==> config.mk <==
export PLATFORM = sky130hd
export DESIGN_NAME = pd_pluse_seq
export DESIGN_NICKNAME = d
export VERILOG_FILES = /design/src/rtl/pd_pluse_pkg.sv /design/src/rtl/pd_pluse_dur_mux.sv /design/src/rtl/pd_pluse_seq.sv
export SDC_FILE = /design/constraint.sdc
export NUM_CORES = 1
export LEC_CHECK = 0
export CORE_MARGIN = 8
export CORE_UTILIZATION = 56
export CTS_CLUSTER_SIZE = 12
export DETAILED_ROUTE_END_ITERATION = 12
export HOLD_SLACK_MARGIN = 0.05
export PLACE_DENSITY = 0.95
export SLEW_MARGIN = 20
export SYNTH_ARGS = -nofsm -noshare
export SYNTH_HDL_FRONTEND = slang
export SYNTH_SLANG_ARGS = --single-unit
==> constraint.sdc <==
create_clock -name dds -period 13.6 [get_ports dds]
set_input_delay 2.72 -clock dds [delete_from_list [all_inputs] [get_ports dds]]
set_output_delay 2.72 -clock dds [all_outputs]
set_load 0.02 [all_outputs]
==> src/rtl/pd_pluse_pkg.sv <==
// Shared types and helpers for the CPMG pulse-sequence controller.
package pd_pluse_pkg;
  localparam int CNT_W_DEF  = 16;
  localparam int ECHO_W_DEF = 16;

  typedef enum logic [2:0] {
    ST_IDLE = 3'd0,
    ST_P90  = 3'd1,
    ST_GAP1 = 3'd2,
    ST_P180 = 3'd3,
    ST_ECHO = 3'd4,
    ST_DONE = 3'd5
  } state_t;

  // A programmed duration of 0 still occupies one cycle.
  function automatic logic [31:0] eff_dur(input logic [31:0] d);
    return (d == 32'd0) ? 32'd1 : d;
  endfunction
endpackage

==> src/rtl/pd_pluse_dur_mux.sv <==
// Picks the shadow duration for the current phase and flags its last cycle.
module pd_pluse_dur_mux
  import pd_pluse_pkg::*;
#(
  parameter int CNT_W = CNT_W_DEF
) (
  input  logic [2:0]       state,
  input  logic [CNT_W-1:0] w90,
  input  logic [CNT_W-1:0] tau1,
  input  logic [CNT_W-1:0] w180,
  input  logic [CNT_W-1:0] tau2,
  input  logic [CNT_W-1:0] count,
  output logic             phase_end
);
  logic [CNT_W-1:0] sel;
  logic [31:0]      last;

  always_comb begin
    sel = '0;
    case (state_t'(state))
      ST_P90:  sel = w90;
      ST_GAP1: sel = tau1;
      ST_P180: sel = w180;
      ST_ECHO: sel = tau2;
      default: sel = '0;
    endcase
    last = eff_dur(32'(sel)) - 32'd1;
    // An overshooting count also ends the phase so a misbehaving timer cannot hang us.
    phase_end = (32'(count) >= last);
  end
endmodule

==> src/rtl/pd_pluse_seq.sv <==
// CPMG sequencer: 90, gap, then N x (180, echo window), timed by pd_pluse_timer.
module pd_pluse_seq
  import pd_pluse_pkg::*;
#(
  parameter int CNT_W  = CNT_W_DEF,
  parameter int ECHO_W = ECHO_W_DEF
) (
  input  logic              dds,
  input  logic              rst,
  input  logic              start,
  input  logic              stop,
  input  logic [CNT_W-1:0]  w90,
  input  logic [CNT_W-1:0]  tau1,
  input  logic [CNT_W-1:0]  w180,
  input  logic [CNT_W-1:0]  tau2,
  input  logic [ECHO_W-1:0] echo_num,
  input  logic [CNT_W-1:0]  count,
  output logic              pluse_start,
  output logic              stateover,
  output logic              rf_gate,
  output logic              rf_phase,
  output logic              acq_win,
  output logic [ECHO_W-1:0] echo_idx,
  output logic              busy,
  output logic              done
);
  state_t            state, nxt;
  logic [CNT_W-1:0]  sh_w90, sh_tau1, sh_w180, sh_tau2;
  logic [ECHO_W-1:0] sh_echo;
  logic              phase_end, more, nxt_busy;

  pd_pluse_dur_mux #(.CNT_W(CNT_W)) u_dur (
    .state     (state),
    .w90       (sh_w90),
    .tau1      (sh_tau1),
    .w180      (sh_w180),
    .tau2      (sh_tau2),
    .count     (count),
    .phase_end (phase_end)
  );

  assign more = ({1'b0, echo_idx} + (ECHO_W+1)'(1)) < {1'b0, sh_echo};

  always_comb begin
    nxt = state;
    case (state)
      ST_IDLE: if (start) nxt = ST_P90;
      ST_P90:  if (stop) nxt = ST_DONE; else if (phase_end) nxt = ST_GAP1;
      ST_GAP1: if (stop) nxt = ST_DONE;
               else if (phase_end) nxt = (sh_echo != '0) ? ST_P180 : ST_DONE;
      ST_P180: if (stop) nxt = ST_DONE; else if (phase_end) nxt = ST_ECHO;
      ST_ECHO: if (stop) nxt = ST_DONE;
               else if (phase_end) nxt = more ? ST_P180 : ST_DONE;
      ST_DONE: nxt = ST_IDLE;
      default: nxt = ST_IDLE;
    endcase
  end

  assign nxt_busy = (nxt == ST_P90) || (nxt == ST_GAP1) ||
                    (nxt == ST_P180) || (nxt == ST_ECHO);

  always_ff @(posedge dds or posedge rst) begin
    if (rst) begin
      state       <= ST_IDLE;
      pluse_start <= 1'b0;
      echo_idx    <= '0;
      sh_w90      <= '0;
      sh_tau1     <= '0;
      sh_w180     <= '0;
      sh_tau2     <= '0;
      sh_echo     <= '0;
    end else begin
      state       <= nxt;
      pluse_start <= nxt_busy;
      if (state == ST_IDLE && start) begin
        sh_w90  <= w90;
        sh_tau1 <= tau1;
        sh_w180 <= w180;
        sh_tau2 <= tau2;
        sh_echo <= echo_num;
      end
      // Index survives into DONE so downstream can see the last echo served.
      if (nxt == ST_P90 || state == ST_DONE)
        echo_idx <= '0;
      else if (state == ST_ECHO && nxt == ST_P180)
        echo_idx <= echo_idx + ECHO_W'(1);
    end
  end

  assign busy      = (state == ST_P90) || (state == ST_GAP1) ||
                     (state == ST_P180) || (state == ST_ECHO);
  assign stateover = busy & ~phase_end;
  assign rf_gate   = (state == ST_P90) || (state == ST_P180);
  assign rf_phase  = (state == ST_P180);
  assign acq_win   = (state == ST_ECHO);
  assign done      = (state == ST_DONE);
endmodule

# After elaboration in Yosys (flattened, before gate mapping)
# Index checks and enable logic that the tools add are counted.
# totals
out_inout_bits	23
ff_bits	100
inputBits	100
word_cells	54
# classes
addsub	3
n_reduce_logical	14
muxes	16
n_eq_ne	9
magnitude_cmp	2
bitwise_logic	2
# op_table
cell	n
one-hot mux 16 bit (4 select lines)	1
two-way mux 16 bit	3
two-way mux 3 bit	11
greater-or-equal comparator 16 x 32 -> 1 bit	1
subtractor 32 x 1 -> 32 bit, second input constant	1
adder 16 x 1 -> 17 bit, second input constant	1
< comparator 17 x 16 -> 1 bit	1
adder 16 x 1 -> 16 bit, second input constant	1
logical NOT 16 bit	1
nonzero test 16 bit	1
one-hot mux 3 bit (5 select lines)	1
equality test 3 x 2 -> 1 bit, second input constant	4
equality test 3 bit, second input constant	3
logical OR 1 bit	8
equality test 3 x 1 -> 1 bit, second input constant	2
logical NOT 3 bit	1
logical AND 1 bit	2
nonzero test 2 bit	1
bitwise AND 1 bit	1
NOT 1 bit	1

# Depth between registers and ports, before layout
# logic_depth
word_depth	13
depth_mapped	26
ltp_nobuf	23

# By module
# A second synthesis with hierarchy kept.
# unflattened
hier_cells	547
hier_area_um2	5919.4
# by_module_without_submodules
module	instances	area_each_um2	cells_each
pd_pluse_seq	1	4759.6	396
pd_pluse_dur_mux	1	1159.9	151

# Worst setup path before layout
# No wires, ideal clock.
# synth_path
path_kind	register to output
startpoint	register state[1]
endpoint	output stateover
setup_slack_ns	5.976
stages_incl_launch_ff	24
n_path_buf	2
required_ns	10.880
arrival_time_ns	4.904
path_cell_list	dfrtp_1 nor3b_2 buf_2 a32oi_1 o21ai_0 nor3_1 and4_1 buf_4 and3b_1 nor2_1 ha_1 inv_1 or2_1 nand2b_1 nor3_1 xnor2_1 ha_1 a21o_1 a211oi_1 nor3_1 or4_1 o21ai_1 a21oi_1 nor3_1
# synth_between
elab_chain_len	8
word_cells_on_any_way	14
classes_between	add/sub (1); order compare (1); eq/ne (4); mux (2); bitwise (2); reduce/logical (4)
# synth_rtl
item	line	source
start, declared	pd_pluse_seq.sv:27	state_t state, nxt;
start signal, assigned	pd_pluse_seq.sv:73	state <= nxt;
equality test 3 bit (*)	--	
via acq_win	pd_pluse_seq.sv:22	output logic acq_win,
one-hot mux 16 bit (4 select lines)	pd_pluse_dur_mux.sv:20	case (state_t'(state))
logical NOT 16 bit	pd_pluse_pkg.sv:17	return (d == 32'd0) ? 32'd1 : d;
two-way mux 16 bit	pd_pluse_pkg.sv:17	
subtractor 32 x 1 -> 32 bit	pd_pluse_dur_mux.sv:27	last = eff_dur(32'(sel)) - 32'd1;
greater-or-equal comparator 16 x 32 -> 1 bit	pd_pluse_dur_mux.sv:29	phase_end = (32'(count) >= last);
NOT 1 bit	pd_pluse_seq.sv:92	assign stateover = busy & ~phase_end;
bitwise AND 1 bit (*)	pd_pluse_seq.sv:92	
end, declared	pd_pluse_seq.sv:19	output logic stateover,
# The timed path passes the listed nets; every way through them passes the cells marked *.

# Worst setup path in the final report
# layout_path
startpoint	register state[1]
endpoint	output stateover
# layout_between
elab_chain_len	8
word_cells_on_any_way	14
classes_between	add/sub (1); order compare (1); eq/ne (4); mux (2); bitwise (2); reduce/logical (4)
# layout_rtl
item	line
equality test 3 bit, or another cell as far along	pd_pluse_dur_mux.sv:20, pd_pluse_seq.sv:91
one-hot mux 16 bit (4 select lines)	pd_pluse_dur_mux.sv:20
logical NOT 16 bit	pd_pluse_pkg.sv:17
two-way mux 16 bit	pd_pluse_pkg.sv:17
subtractor 32 x 1 -> 32 bit	pd_pluse_dur_mux.sv:27
greater-or-equal comparator 16 x 32 -> 1 bit	pd_pluse_dur_mux.sv:29
NOT 1 bit	pd_pluse_seq.sv:92
bitwise AND 1 bit (*)	pd_pluse_seq.sv:92
# Mark *: on every way between the ends. The rest lies on a longest branch, timed or not.

==> flow_summary_export.csv <==
group,metric,value,unit
status,status,"finished, final reports clean",
hold_path,hp-class,"register to register",
pwr,seqPwrFrac,0.325,
timing,fin_crit_sh,0.731,
clock_tree,root_buffer,"clkbuf_8",
pwr,total_power,0.00165,W
placement,place_area,7180,um^2
finish,layout-drive-gt1-share,0.156,
synth,synth_edf_count,0,
finish,fin_area,7400,um^2
detailed_routing,drc,0,
clock_tree,cts_buffers,9,
global_route,grt_max_degree,96,
clock_tree,cts_setup_buffers,0,
pwr,p_sw,0.000704,W
clock_tree,clock_sinks,100,
setup_path,critPathMaxFanout,25,
setup_path,cp-end-kind,"output port",
detailed_routing,vias_per_cell,5.95,
timing,setup_tns,0,ns
job,cap_viol_max_count,0,
setup_path,required,10.88,ns
synth,synthTopCellsByArea,"dfrtp_1 (42%), mux2_2 (13%), ha_1 (7.2%), o21ai_0 (3.0%), inv_1 (2.5%)",
global_route,grt_usage,0.232,
floorplanning,ios,123,
placement,hpwl,12500,um
setup_path,arrival,7.22,ns
detailed_routing,drtIter0Drc,396,
floorplanning,die_area,14100,um^2
pwr,p_int,0.000948,W
placement,port_buffers,122,
timing,final_hold_viol_count,0,
synth,ys_ff_latch,100,
pwr,p_clk_frac,0.126,
clock_tree,cts_tree,"yes",
floorplanning,rows,37,
pwr,leakagePower,3.10,nW
synth,syn-cell-area,5900,um^2
detailed_routing,post_drt_wl_per_cell,19.8,um
clock_tree,clockBufferDepth,2,
placement,place_congestion,0.929,
global_route,antenna_found_initial,0,
floorplanning,die_x,119,um
pwr,p_comb_frac,0.549,
timing,setup_violations,0,
pwr,p_sw_frac,0.426,
synth,syn_area_per_cell,10.2,um^2
timing,fin_crit,9.94,ns
detailed_routing,drtPass1Iterations,5,
detailed_routing,dr_total_vias,4924,
detailed_routing,ant_nets,0,
synth,synth_warnings,0,
timing,maxSlewHeadroom,0.273,
pwr,ir_worst_vdd,0.000107,V
synth,synth_nets,711,
synth,syn_inst,577,
synth,yosysTopAreaCell,"dfrtp_1",
finish,antennaDiodeCount,0,
finish,syn_to_final_growth,25.4,%
floorplanning,core-area,10300,um^2
pwr,p_per_area,223,nW/um^2
clock_tree,htree_levels,3,
synth,yosys.cell_types.count,59,
clock_tree,cts.repair.resized,0,
global_route,grt_pass1_wl,26600,um
clock_tree,clkLatencyLatePin,0.37,ns
timing,drv_slew,0,
synth,yosysSeqAreaShare,0.424,
clock_tree,hold_buffers,0,
setup_path,start_kind,"register",
finish,finalNetCount,820,
synth,synth_top_area_frac,0.424,
floorplanning,start_util,0.574,
timing,worst_pin_slew,1.09,ns
timing,finalClockSkew,0.0101,ns
timing,max_clock_freq,101,MHz
global_route,grt_overflow,0,
clock_tree,cts.reportedPaths.clkPinSlew,0.09,ns
synth,ys.flop_type,"dfrtp_1",
detailed_routing,wl,16400,um
floorplanning,die_h,119,um
synth,async_reset_ff_frac,1.00,
setup_path,path_class,"register to output port",
timing,rsz0062_at_grt,"false",
global_route,grt_pass1_vias,5177,
-- cells by family after synthesis --
| logic type | after synthesis | synth area share |
|---|---|---|
| adders and majority gates | 34 | 0.0721 |
| buffers and inverters | 65 | 0.0462 |
| xor gates and xnor gates | 16 | 0.0237 |
| muxes | 74 | 0.140 |
| AOI/OAI and AO/OA | 126 | 0.144 |
| DFF | 100 | 0.424 |
| and+or+nand+nor | 162 | 0.149 |
-- cells in the final DEF (no fill, tap or decap), drive strengths merged, types with 12 or more instances in the layout --
master | synthesis | routed
a21oi | 21 | 21
clkdlybuf4s50 | 0 | 122
dfrtp | 100 | 100
ha | 34 | 34
inv | 39 | 40
mux2 | 70 | 70
nand2 | 34 | 34
nand3 | 12 | 12
nor2 | 32 | 32
nor3 | 17 | 17
o21ai | 38 | 38
o31ai | 15 | 15
or2 | 13 | 13
xnor2 | 14 | 14
-- cell usage after synthesis, drive strengths merged, types with 11 or more instances --
cell	instances
inv	39
nor2	32
clkbuf	11
a21oi	21
buf	15
xnor2	14
o21ai	38
ha	34
mux2	70
nand2	34
dfrtp	100
nor3	17
o31ai	15
nand3	12
or2	13
-- area by class of cell --
type,instances,area [um^2]
clock buffers,11,131
clock inverters,5,83.8
fillers,724,2880
inverters,39,149
multi-input cells,412,3130
flip-flops and latches,100,2500
well taps,136,170
repair buffers,124,1240
-- final timing paths --
kind | startpoint | to | slack [ns] | cells past startpoint
max in group asynchronous | rst | sh_tau2[4] | 9.76 | 3
hold reg to reg | sh_tau2[7] | sh_tau2[7] | 0.51 | 1
setup reg to reg | state[1] | echo_idx[8] | 5.97 | 23
setup / recovery | state[1] | stateover | 3.66 | 22
hold / removal | sh_tau2[7] | sh_tau2[7] | 0.51 | 1
min in group asynchronous | rst | sh_echo[0] | 2.74 | 2
-- power by group through the flow --
stage | clock (W) | sequential (W) | combinational (W)
floorplan | 0 | 0.000482 | 0.000699
global placement | 0 | 0.000534 | 0.000848
detailed placement | 0 | 0.000538 | 0.000888
CTS | 0.000212 | 0.000534 | 0.000894
global route | 0.000224 | 0.000549 | 0.000992
finish | 0.000207 | 0.000537 | 0.000907
-- routing by layer --
metal / GRT usage / vias up / wire, um
li1: - / 2303 / -
met1: 0.275 / 2325 / 6670
met2: 0.393 / 251 / 7860
met3: 0.0609 / 45 / 1290
met4: 0.0949 / 0 / 552
met5: 0 / - / 0
-- sequential cells by signal, indices dropped and copies added, names as in the netlist --
name         flops
sh_w90          16
echo_idx        16
sh_tau1         16
sh_tau2         16
state            3
pluse_start      1
sh_echo         16
sh_w180         16
-- stage by stage --
step,hold slack [ns],util,std cells,worst slack (ns)
after global routing,0.530,0.720,827,3.13
after detailed placement,0.494,0.699,810,4.24
final,0.514,0.720,827,3.66
after floorplan,0.472,-,577,5.98
after global placement,0.488,0.699,810,4.57
after CTS,0.514,0.720,826,3.81
-- worst max-delay path: stages, from the launching register on --
cell and delay (ns):
dfrtp_1 1.00, nor2b_1 0.74, a32oi_1 0.22, o21ai_1 0.34
nor4_4 0.11, and4_1 0.30, and3b_1 0.27, nor2_1 0.17
ha_1 0.22, inv_1 0.04, or2_1 0.28, nand2b_1 0.21
nor3_1 0.20, xnor2_1 0.18, ha_1 0.28, a21o_1 0.18
a21oi_1 0.26, o211ai_1 0.15, or4_1 0.42, o21ai_1 0.30
a21oi_1 0.14, nor3_1 0.20, clkdlybuf4s50_1 0.65
Note: power is estimated with default switching activity, not from simulation.
